[src/rtl/inv_shift_rows_stream.sv]
// Byte-serial AES InvShiftRows: buffers a 16-byte state, then drains it row-rotated.
// Optional completed-block counter on blk_cnt when INV_SHIFT_ROWS_BLK_CNT_EN is defined.
module inv_shift_rows_stream #(
  parameter int CNT_W = 16
) (
  input  logic             clk,
  input  logic             rst_n,
  input  logic             in_valid,
  output logic             in_ready,
  input  logic [7:0]       in_byte,
  output logic             out_valid,
  input  logic             out_ready,
  output logic [7:0]       out_byte,
  output logic             out_last
`ifdef INV_SHIFT_ROWS_BLK_CNT_EN
  ,
  output logic [CNT_W-1:0] blk_cnt
`endif
);

  // Out-of-range widths fail elaboration on a missing module.
  if (CNT_W < 4 || CNT_W > 32) begin : g_bad_cnt_w
    illegal_cnt_w_parameter u_bad ();
  end

  typedef enum logic {
    LOAD,
    DRAIN
  } state_t;

  state_t      state_q, state_d;
  logic [3:0]  cnt_q, cnt_d;
  logic [7:0]  buf_q [16];
  logic [7:0]  buf_d [16];
  logic        in_fire;
  logic        out_fire;
  logic [1:0]  row;
  logic [1:0]  src_col;
  logic [3:0]  src_idx;

  // Output byte (r, c) comes from input column (c - r) mod 4 of the same row.
  assign row      = cnt_q[1:0];
  assign src_col  = cnt_q[3:2] - row;
  assign src_idx  = {src_col, row};
  assign out_byte = buf_q[src_idx];

  always_comb begin
    state_d   = state_q;
    cnt_d     = cnt_q;
    in_ready  = 1'b0;
    out_valid = 1'b0;
    out_last  = 1'b0;
    in_fire   = 1'b0;
    out_fire  = 1'b0;
    case (state_q)
      LOAD: begin
        in_ready = 1'b1;
        if (in_valid) begin
          in_fire = 1'b1;
          cnt_d   = cnt_q + 4'd1;
          if (cnt_q == 4'hf) state_d = DRAIN;
        end
      end
      DRAIN: begin
        out_valid = 1'b1;
        out_last  = (cnt_q == 4'hf);
        if (out_ready) begin
          out_fire = 1'b1;
          cnt_d    = cnt_q + 4'd1;
          if (cnt_q == 4'hf) state_d = LOAD;
        end
      end
      default: begin
        state_d = LOAD;
        cnt_d   = 4'd0;
      end
    endcase
  end

  always_comb begin
    buf_d = buf_q;
    if (in_fire) buf_d[cnt_q] = in_byte;
  end

  always_ff @(posedge clk) begin
    if (!rst_n) begin
      state_q <= LOAD;
      cnt_q   <= 4'd0;
    end else begin
      state_q <= state_d;
      cnt_q   <= cnt_d;
    end
  end

  // The buffer is deliberately left out of reset; its contents only matter once refilled.
  always_ff @(posedge clk) begin
    buf_q <= buf_d;
  end

`ifdef INV_SHIFT_ROWS_BLK_CNT_EN
  logic [CNT_W-1:0] blk_cnt_q, blk_cnt_d;

  always_comb begin
    blk_cnt_d = blk_cnt_q;
    if (out_fire && out_last) blk_cnt_d = blk_cnt_q + 1'b1;
  end

  always_ff @(posedge clk) begin
    if (!rst_n) blk_cnt_q <= '0;
    else        blk_cnt_q <= blk_cnt_d;
  end

  assign blk_cnt = blk_cnt_q;
`endif

endmodule

[config.mk]
export PLATFORM = sky130hd
export DESIGN_NAME = inv_shift_rows_stream
export DESIGN_NICKNAME = d
export VERILOG_FILES = /design/src/rtl/inv_shift_rows_stream.sv
export SDC_FILE = /design/constraint.sdc
export NUM_CORES = 1
export LEC_CHECK = 0
export BUFFER_PORTS_ARGS = -buffer_cell sky130_fd_sc_hd__clkbuf_2
export CORE_ASPECT_RATIO = 1.4
export CORE_MARGIN = 4
export CORE_UTILIZATION = 44
export CTS_CLUSTER_SIZE = 10
export DETAILED_ROUTE_END_ITERATION = 10
export HOLD_SLACK_MARGIN = 0.15
export PLACE_DENSITY = 0.6
export SYNTH_ARGS = -nofsm -noshare
export SYNTH_HDL_FRONTEND = slang
export SYNTH_SLANG_ARGS = --single-unit
export TNS_END_PERCENT = 30
[constraint.sdc]
create_clock -name clk -period 2.95 [get_ports clk]
set_input_delay 0.4425 -clock clk [delete_from_list [all_inputs] [get_ports clk]]
set_output_delay 0.4425 -clock clk [all_outputs]
set_load 0.05 [all_outputs]
; ---- Word-level counts from Yosys, hierarchy flattened
; Index checks and enable logic that the tools add are counted.
[word_totals]
output_inout_bits = 11
reg_bits = 133
input_bits = 12
[classes]
eq_ne = 3
bitwise = 3
n_reduce_logical = 2
order_cmp = 3
muxes = 19
addsub = 2
[op_table]
columns = cell, count
row1 = $bwmux W128, 1
row2 = $bmux W8 S4, 1
row3 = $demux W8 S4, 1
row4 = $mux W8, 3
row5 = $ge A5 B5 Y1 const B, 2
row6 = $not A4 Y5, 2
row7 = $mux W1, 9
row8 = $mux W4, 2
row9 = $pmux W4 S2, 1
row10 = $lt A5 B1 Y1 const B, 1
row11 = $add A4 B1 Y4 const B, 1
row12 = $eq A4 B4 Y1 const B, 1
row13 = $ne A2 B2 Y1 const B, 2
row14 = $pmux W1 S2, 1
row15 = $reduce_and A2 Y1, 1
row16 = $sub A2 B2 Y2, 1
row17 = $logic_and A1 B1 Y1, 1
row18 = $not A1 Y1, 1

; ---- Depth between registers and ports, before layout
; Gate-level depths: netlist (run 1).
[depth]
depth_word = 6
depth_mapped = 8
depth_no_buf = 6

; ---- Least setup slack after synthesis (run 1)
; No wires, ideal clock.
[synth_timing]
path_kind = reg2out
startpoint = register cnt_q[2]
endpoint = output port out_byte[5]
stages_incl_launch_ff = 8
required_ns = 2.508
t_arrival_ns = 2.449
path_slack_ns = 0.059
path_cell_list = dfxtp_1 -> clkbuf_1 -> inv_1 -> ha_1 -> buf_2 -> mux4_2 -> nand2_1 -> a31oi_1
[synth_via]
elab_chain_len = 5
[synth_lines]
columns = element, line
row1 = start: declaration, 32  ; logic [3:0] cnt_q, cnt_d;
row2 = start signal: assignment, 91  ; cnt_q <= cnt_d;
row3 = $sub A2 B2 Y2, 43  ; assign src_col = cnt_q[3:2] - row;
row4 = $not A4 Y5 (implied by the code), 45  ; assign out_byte = buf_q[src_idx];
row5 = $bmux W8 S4, 45
row6 = $mux W8 (implied by the code) (2 in series), 45
row7 = end: declaration, 13  ; output logic [7:0] out_byte,
; No other way between the ends. The select of a mux whose other input is x is not followed.

; ---- Final worst setup path (run 1)
[layout_timing]
startpoint = register cnt_q[2]
endpoint = output port out_byte[1]
; The elaborated chain is that of the path after synthesis.

==> results of run 1 <==
## cells by family after synthesis
logic type	synth area share (%)
AO/OA/AOI/OAI	2.88
XOR/XNOR	0.959
adder cells (fa/ha/maj)	1.17
buffers and inverters	1.92
flip-flops	73.7
multiplexers	14.9
AND/OR/NAND/NOR	4.47
## worst reg2reg max path: cells and delay by family (launching register included)
kind / cells / cell delay [ns]
buffers and inverters: 2 / 0.54
DFF: 1 / 0.61
and+or+nand+nor: 2 / 0.56
adders and majority gates: 1 / 0.20
## power by group
group	switching (W)	internal [W]
sequential	0.0000152	0.00210
clock	0.000731	0.00122
combinational	0.000361	0.000289
total	0.00111	0.00361
## layer usage
| layer | track usage, % | up-vias | share of wire, % |
|---|---|---|---|
| met1 | 20.4 | 1423 | 38 |
| met5 | 0 | - | 0 |
| met4 | 6.86 | 0 | 2.3 |
| met3 | 4.13 | 15 | 2.9 |
| met2 | 29.7 | 60 | 57 |
| li1 | - | 1211 | - |
## registers in the layout (all words and copies together), names as in the netlist
register / cells
buf_q: 128
cnt_q: 4
state_q: 1
## cells in the final DEF (no fill, tap or decap), types with 5 or more instances in the layout
cell type,n
nand2_1,18
clkbuf_16,17
a211oi_2,5
mux2i_1,7
ha_1,5
mux4_2,26
clkbuf_2,15
buf_4,26
nor2b_1,8
clkinv_1,6
edfxtp_1,128
a31oi_1,6
buf_12,10
nor2_1,13
## repair_timing
item / CTS / global route
cloned: 0 / 0
setup endpoints to repair: 1 / 6
setup buffers: 0 / 0
resized for setup: 1 / 2
## layout make-up
type / instances / area [µm²]
Fill cell: 930 / 5390
Sequential cell: 133 / 3950
Multi-Input combinational cell: 120 / 1330
Timing Repair Buffer: 51 / 470
Clock buffer: 19 / 433
Tap cell: 147 / 184
Clock inverter: 13 / 115
Inverter: 4 / 15.0
## worst paths after layout
kind | startpoint | to | depth (start not counted)
min reg2reg | state_q | state_q | 3
min | rst_n | state_q | 2
max reg2reg | cnt_q[1] | buf_q[106] | 5
max | cnt_q[2] | out_byte[1] | 8
## stage by stage
stage	cell area (µm²)	TNS [ns]	utilization [%]
floorplan	5350	0	-
global placement	5920	0	49.8
detailed placement	5920	0	49.8
CTS	6480	0	54.5
global route	6490	-0.00756	54.6
finish	6490	0	54.6
==> impl_results.html, run 1 <==
<table>
<tr><th>Metric</th><th>Value</th></tr>
<tr><th colspan="2">STA</th></tr>
<tr><td>Setup ws final</td><td>0.149 ns</td></tr>
<tr><td>Number of hold-slack violations in the final timing report</td><td>0</td></tr>
<tr><td>Normalized max-slew margin</td><td>62.7%</td></tr>
<tr><td>Final Setup Violations</td><td>0</td></tr>
<tr><td>Fin crit share</td><td>94.9%</td></tr>
<tr><td>Tightest hold margin</td><td>0.303 ns</td></tr>
<tr><td>Pin slew with the least headroom to its limit</td><td>0.556 ns</td></tr>
<tr><td>Clock period minus worst slack</td><td>2.80 ns</td></tr>
<tr><td>Clock tree skew after final layout</td><td>0.00744 ns</td></tr>
<tr><td>Fmax achieved</td><td>0.357 GHz</td></tr>
<tr><td>Final number of max-transition violations</td><td>0</td></tr>
<tr><td>Unrepaired setup endpoints after global routing</td><td>true</td></tr>
<tr><th colspan="2">GRT</th></tr>
<tr><td>Number of antenna violations at the first check in global routing</td><td>0</td></tr>
<tr><td>Global-route usage over all layers</td><td>17.2%</td></tr>
<tr><td>Pin count of the biggest net entering global routing</td><td>33</td></tr>
<tr><td>Total congestion overflow</td><td>0</td></tr>
<tr><td>Vias in the first global route</td><td>2898</td></tr>
<tr><td>First-pass GRT wire length</td><td>17300 µm</td></tr>
<tr><th colspan="2">Drt</th></tr>
<tr><td>Routed wire length</td><td>11100 µm</td></tr>
<tr><td>DRC violations left</td><td>0</td></tr>
<tr><td>Vias per cell</td><td>5.56</td></tr>
<tr><td>DR iter-0 viols</td><td>146</td></tr>
<tr><td>WL per Instance</td><td>22.8 µm</td></tr>
<tr><td>Vias</td><td>2709</td></tr>
<tr><td>Residual antenna-violating net count after detailed routing</td><td>0</td></tr>
<tr><td>Count of TritonRoute iterations in the first routing pass</td><td>4</td></tr>
<tr><th colspan="2">Clocking</th></tr>
<tr><td>CTS root buf</td><td>clkbuf_16</td></tr>
<tr><td>Hold_buf cts</td><td>0</td></tr>
<tr><td>Clock Latency Late Sink</td><td>0.41 ns</td></tr>
<tr><td># clock sinks</td><td>133</td></tr>
<tr><td>Clock tree from TritonCTS</td><td>done</td></tr>
<tr><td>Clock edge transition at the registers on the reported setup and hold paths</td><td>0.06 ns</td></tr>
<tr><td>Total clock buffers created by CTS</td><td>17</td></tr>
<tr><td># H-tree levels</td><td>4</td></tr>
<tr><td>Buffer depth of the longest clock path</td><td>2</td></tr>
<tr><th colspan="2">Die</th></tr>
<tr><td>Initial core utilization</td><td>45.0%</td></tr>
<tr><td>I/O pin count</td><td>23</td></tr>
<tr><td>Std-Cell Rows</td><td>47</td></tr>
<tr><td>Area of the die</td><td>14000 µm²</td></tr>
<tr><td>Core Area</td><td>11900 µm²</td></tr>
<tr><td>Width of the chip</td><td>101 µm</td></tr>
<tr><td>Y dimension of the die</td><td>138 µm</td></tr>
<tr><th colspan="2">Synthesis</th></tr>
<tr><td>Post-Synthesis Net Count</td><td>286</td></tr>
<tr><td>Most frequent cell after synthesis</td><td>edfxtp_1</td></tr>
<tr><td>Number of distinct library cells after synthesis</td><td>33</td></tr>
<tr><td>Number of cells produced by synthesis</td><td>269</td></tr>
<tr><td>Synth top area cells</td><td>edfxtp_1, mux4_2, mux4_1, dfxtp_1, mux2i_1</td></tr>
<tr><td>Share of the synthesized area in the top cell type</td><td>71.9%</td></tr>
<tr><td>Number of register bits inferred by synthesis</td><td>133</td></tr>
<tr><td>Cell taking the most area after synthesis</td><td>edfxtp_1</td></tr>
<tr><td>Synthesized area per cell</td><td>19.9 µm²</td></tr>
<tr><td>Total standard cell area after synthesis</td><td>5350 µm²</td></tr>
<tr><td>Part of the Yosys area used for sequential elements</td><td>73.7%</td></tr>
<tr><td>YS warnings</td><td>0</td></tr>
<tr><td>Leading register cell type out of synthesis</td><td>edfxtp_1</td></tr>
<tr><td>Post-synthesis async set-or-reset flop share</td><td>0%</td></tr>
<tr><td>EDFF count, synth</td><td>128</td></tr>
<tr><td>Most frequent cells after synthesis</td><td>edfxtp_1, mux4_2, nand2_1</td></tr>
<tr><th colspan="2">Critical path</th></tr>
<tr><td>Kind of start point of the critical path</td><td>register</td></tr>
<tr><td>Type of element capturing the critical path</td><td>output port</td></tr>
<tr><td>Buf/Inv on CP</td><td>3</td></tr>
<tr><td>Family of cells with the greatest summed delay on the critical path</td><td>buffers and inverters</td></tr>
<tr><td>Cells along the critical path</td><td>inv_1 -&gt; ha_1 -&gt; xnor2_4 -&gt; xnor2_2 -&gt; buf_4 -&gt; a211oi_1 -&gt; a31oi_1 -&gt; buf_12</td></tr>
<tr><td>CP Max Fanout</td><td>10</td></tr>
<tr><td>Worst-path cell with the longest stage delay</td><td>dfxtp_1</td></tr>
<tr><td>Delay contributed by the slowest stage of the critical path</td><td>0.34 ns</td></tr>
<tr><td>Required time reported for the critical path endpoint</td><td>2.51 ns</td></tr>
<tr><td>Type of the worst setup path</td><td>register to output port</td></tr>
<tr><td>Signal arrival time at the worst endpoint</td><td>2.36 ns</td></tr>
<tr><td>R2R setup slack</td><td>0.76 ns</td></tr>
<tr><th colspan="2">Power and ir drop</th></tr>
<tr><td>Total chip power</td><td>0.00471 W</td></tr>
<tr><td>Leakage power</td><td>2.17 nW</td></tr>
<tr><td>Power density cells</td><td>726 nW/µm²</td></tr>
<tr><td>Max rail drop VDD</td><td>499 µV</td></tr>
<tr><th colspan="2">Hold path</th></tr>
<tr><td>Worst min-delay path category</td><td>primary input to register</td></tr>
<tr><th colspan="2">Placed design</th></tr>
<tr><td>Number of cells after detailed placement</td><td>455</td></tr>
<tr><td>HPWL after detailed placement</td><td>7340 µm</td></tr>
<tr><td>Port Buffer Count</td><td>22</td></tr>
<tr><td>Post-Place Worst Slack</td><td>0.487 ns</td></tr>
<tr><td>Gp weighted congestion</td><td>0.773</td></tr>
<tr><th colspan="2">Cells and area</th></tr>
<tr><td>Number of nets in the finished design</td><td>344</td></tr>
<tr><td>Cell Count, Final, Fillers Out</td><td>487</td></tr>
<tr><td>Number of diodes added for antenna fixing</td><td>0</td></tr>
<tr><td>Fraction of layout cells with a size suffix above 1</td><td>34.1%</td></tr>
<tr><td>Layout area overhead</td><td>21.4%</td></tr>
<tr><th colspan="2">Outcome</th></tr>
<tr><td>Status</td><td>completed</td></tr>
<tr><th colspan="2">Job</th></tr>
<tr><td>Number of violations of the max-capacitance limit</td><td>0</td></tr>
</table>
Note: power is estimated with default switching activity, not from simulation.
==> inputs of run 2 (changes only) <==
Settings changed: SETUP_SLACK_MARGIN from default to 0.3.
==> run 2 against run 1 <==
Final area rose by 4.0%. Worst hold slack better by 0.0065 ns. Total power is 6.3% higher. Core utilization increased by 2.2 points. Via count is 1.6% higher. Cell count up 1.4%. Clock skew about the same. Sequential share of layout area fell by 2.2 points. Critical endpoint is now out_byte[2].
==> impl_results.html, run 2 (synthesis results as in run 1) <==
<table>
<tr><th>Metric</th><th>Value</th></tr>
<tr><th colspan="2">Outcome</th></tr>
<tr><td>Status</td><td>completed</td></tr>
<tr><th colspan="2">Die</th></tr>
<tr><td>Area of the die</td><td>14000 µm²</td></tr>
<tr><td>Core Area</td><td>11900 µm²</td></tr>
<tr><td>Y dimension of the die</td><td>138 µm</td></tr>
<tr><td>Std-Cell Rows</td><td>47</td></tr>
<tr><td>Initial core utilization</td><td>45.0%</td></tr>
<tr><td>Width of the chip</td><td>101 µm</td></tr>
<tr><td>I/O pin count</td><td>23</td></tr>
<tr><th colspan="2">Placed design</th></tr>
<tr><td>HPWL after detailed placement</td><td>6930 µm</td></tr>
<tr><td>Post-Place Worst Slack</td><td>0.420 ns</td></tr>
<tr><td>Port Buffer Count</td><td>22</td></tr>
<tr><td>Gp weighted congestion</td><td>0.844</td></tr>
<tr><th colspan="2">GRT</th></tr>
<tr><td>First-pass GRT wire length</td><td>16600 µm</td></tr>
<tr><td>Pin count of the biggest net entering global routing</td><td>17</td></tr>
<tr><td>Total congestion overflow</td><td>0</td></tr>
<tr><td>Vias in the first global route</td><td>2825</td></tr>
<tr><td>Number of antenna violations at the first check in global routing</td><td>0</td></tr>
<tr><td>Global-route usage over all layers</td><td>16.3%</td></tr>
<tr><th colspan="2">STA</th></tr>
<tr><td>Final sum of negative setup slack</td><td>0 ns</td></tr>
<tr><td>Fin crit share</td><td>89.8%</td></tr>
<tr><td>Number of hold-slack violations in the final timing report</td><td>0</td></tr>
<tr><td>Final Setup Violations</td><td>0</td></tr>
<tr><td>Clock period minus worst slack</td><td>2.65 ns</td></tr>
<tr><td>Fmax achieved</td><td>0.378 GHz</td></tr>
<tr><td>Pin slew with the least headroom to its limit</td><td>0.452 ns</td></tr>
<tr><td>Unrepaired setup endpoints after global routing</td><td>true</td></tr>
<tr><td>Normalized max-slew margin</td><td>69.8%</td></tr>
<tr><td>Setup ws final</td><td>0.301 ns</td></tr>
<tr><td>Clock tree skew after final layout</td><td>0.00784 ns</td></tr>
<tr><td>Final number of max-transition violations</td><td>0</td></tr>
<tr><th colspan="2">Clocking</th></tr>
<tr><td>Clock Latency Late Sink</td><td>0.41 ns</td></tr>
<tr><td>Buffer depth of the longest clock path</td><td>2</td></tr>
<tr><td># H-tree levels</td><td>4</td></tr>
<tr><td>CTS root buf</td><td>clkbuf_16</td></tr>
<tr><td>Total clock buffers created by CTS</td><td>17</td></tr>
<tr><td># clock sinks</td><td>133</td></tr>
<tr><td>Clock tree from TritonCTS</td><td>done</td></tr>
<tr><td>Clock edge transition at the registers on the reported setup and hold paths</td><td>0.06 ns</td></tr>
<tr><th colspan="2">Hold path</th></tr>
<tr><td>Worst min-delay path category</td><td>primary input to register</td></tr>
<tr><td>Depth of the worst hold-timing path</td><td>2</td></tr>
<tr><th colspan="2">Drt</th></tr>
<tr><td>DR iter-0 viols</td><td>153</td></tr>
<tr><td>Vias per cell</td><td>5.57</td></tr>
<tr><td>Residual antenna-violating net count after detailed routing</td><td>0</td></tr>
<tr><td>Routed wire length</td><td>10700 µm</td></tr>
<tr><td>Count of TritonRoute iterations in the first routing pass</td><td>4</td></tr>
<tr><td>WL per Instance</td><td>21.8 µm</td></tr>
<tr><td>Vias</td><td>2753</td></tr>
<tr><td>DRC violations left</td><td>0</td></tr>
<tr><th colspan="2">Critical path</th></tr>
<tr><td>CP Max Fanout</td><td>7</td></tr>
<tr><td>Required time reported for the critical path endpoint</td><td>2.51 ns</td></tr>
<tr><td>Worst r2r path cells</td><td>5</td></tr>
<tr><td>Type of the worst setup path</td><td>register to output port</td></tr>
<tr><td>Signal arrival time at the worst endpoint</td><td>2.21 ns</td></tr>
<tr><td>Type of element capturing the critical path</td><td>output port</td></tr>
<tr><td>Kind of start point of the critical path</td><td>register</td></tr>
<tr><th colspan="2">Power and ir drop</th></tr>
<tr><td>Leakage power</td><td>2.26 nW</td></tr>
<tr><td>Power density cells</td><td>742 nW/µm²</td></tr>
<tr><td>Max rail drop VDD</td><td>512 µV</td></tr>
<tr><th colspan="2">Cells and area</th></tr>
<tr><td>Commonest non-fill, non-tap cell in the layout</td><td>edfxtp_1</td></tr>
<tr><td>Layout area overhead</td><td>26.3%</td></tr>
<tr><td>Number of diodes added for antenna fixing</td><td>0</td></tr>
<tr><td>Largest register by flop count</td><td>buf_q</td></tr>
<tr><td>Max reg flops</td><td>128</td></tr>
<tr><td>Fraction of layout cells with a size suffix above 1</td><td>41.2%</td></tr>
<tr><td>Top library cells by usage in the layout, fill and taps aside</td><td>edfxtp_1, mux4_2, buf_4</td></tr>
<tr><td>Largest registers in the final layout</td><td>buf_q: 128 flops, cnt_q: 4 flops, state_q: 1 flops</td></tr>
<tr><td>Number of nets in the finished design</td><td>351</td></tr>
<tr><th colspan="2">Job</th></tr>
<tr><td>Number of violations of the max-capacitance limit</td><td>0</td></tr>
</table>
[run 2: final timing paths]
check	from	slack (ns)	end
worst min-delay path	rst_n	0.31	cnt_q[2]
worst min register to register	cnt_q[2]	0.70	cnt_q[2]
worst max-delay path	cnt_q[0]	0.30	out_byte[2]
worst max register to register	cnt_q[1]	0.82	buf_q[2]
[run 2: area by class of cell]
class	count	area (µm²)
Fill cell	884	5130
Sequential cell	133	3950
Multi-Input combinational cell	120	1400
Timing Repair Buffer	58	583
Clock buffer	18	429
Clock inverter	14	185
Tap cell	147	184
Inverter	4	15.0
[run 2: critical path, stage by stage, from the launching register on]
cell      delay, ns
dfxtp_4        0.40
buf_12         0.15
buf_8          0.14
buf_6          0.10
mux4_2         0.52
a211oi_2       0.24
a31oi_2        0.09
buf_12         0.17
[run 2: layer usage]
metal | routed length (µm) | global-route usage, % | share of wire, % | vias up
li1 | - | - | - | 1219
met1 | 4390 | 19.8 | 41 | 1473
met2 | 5860 | 27.4 | 55 | 47
met3 | 326 | 4.79 | 3.0 | 14
met4 | 164 | 5.95 | 1.5 | 0
met5 | 0 | 0 | 0 | -
[run 2: report_power, final]
part	internal (W)	switching, W
combinational	0.000361	0.000387
clock	0.00140	0.000748
sequential	0.00210	0.0000153
total	0.00386	0.00115
[run 2: per-stage QoR]
step / util [%] / hold WS, ns / cells / instance area (µm²) / power [W]
2_1_floorplan: - / 0.541 / 269 / 5360 / 0.00254
3_3_place_gp: 49.4 / 0.733 / 449 / 5870 / 0.00280
3_5_place_dp: 49.4 / 0.737 / 449 / 5870 / 0.00280
5_1_grt: 56.8 / 0.318 / 494 / 6750 / 0.00518
4_1_cts: 56.1 / 0.293 / 490 / 6670 / 0.00503
6_report: 56.8 / 0.310 / 494 / 6750 / 0.00501
[run 2: what timing repair did]
action	CTS	global route
endpoints found under the setup margin	8	8
setup buffers	8	4
gates cloned	1	0
resized for setup	15	16
pin swaps	2	5
hold buffers	0	0
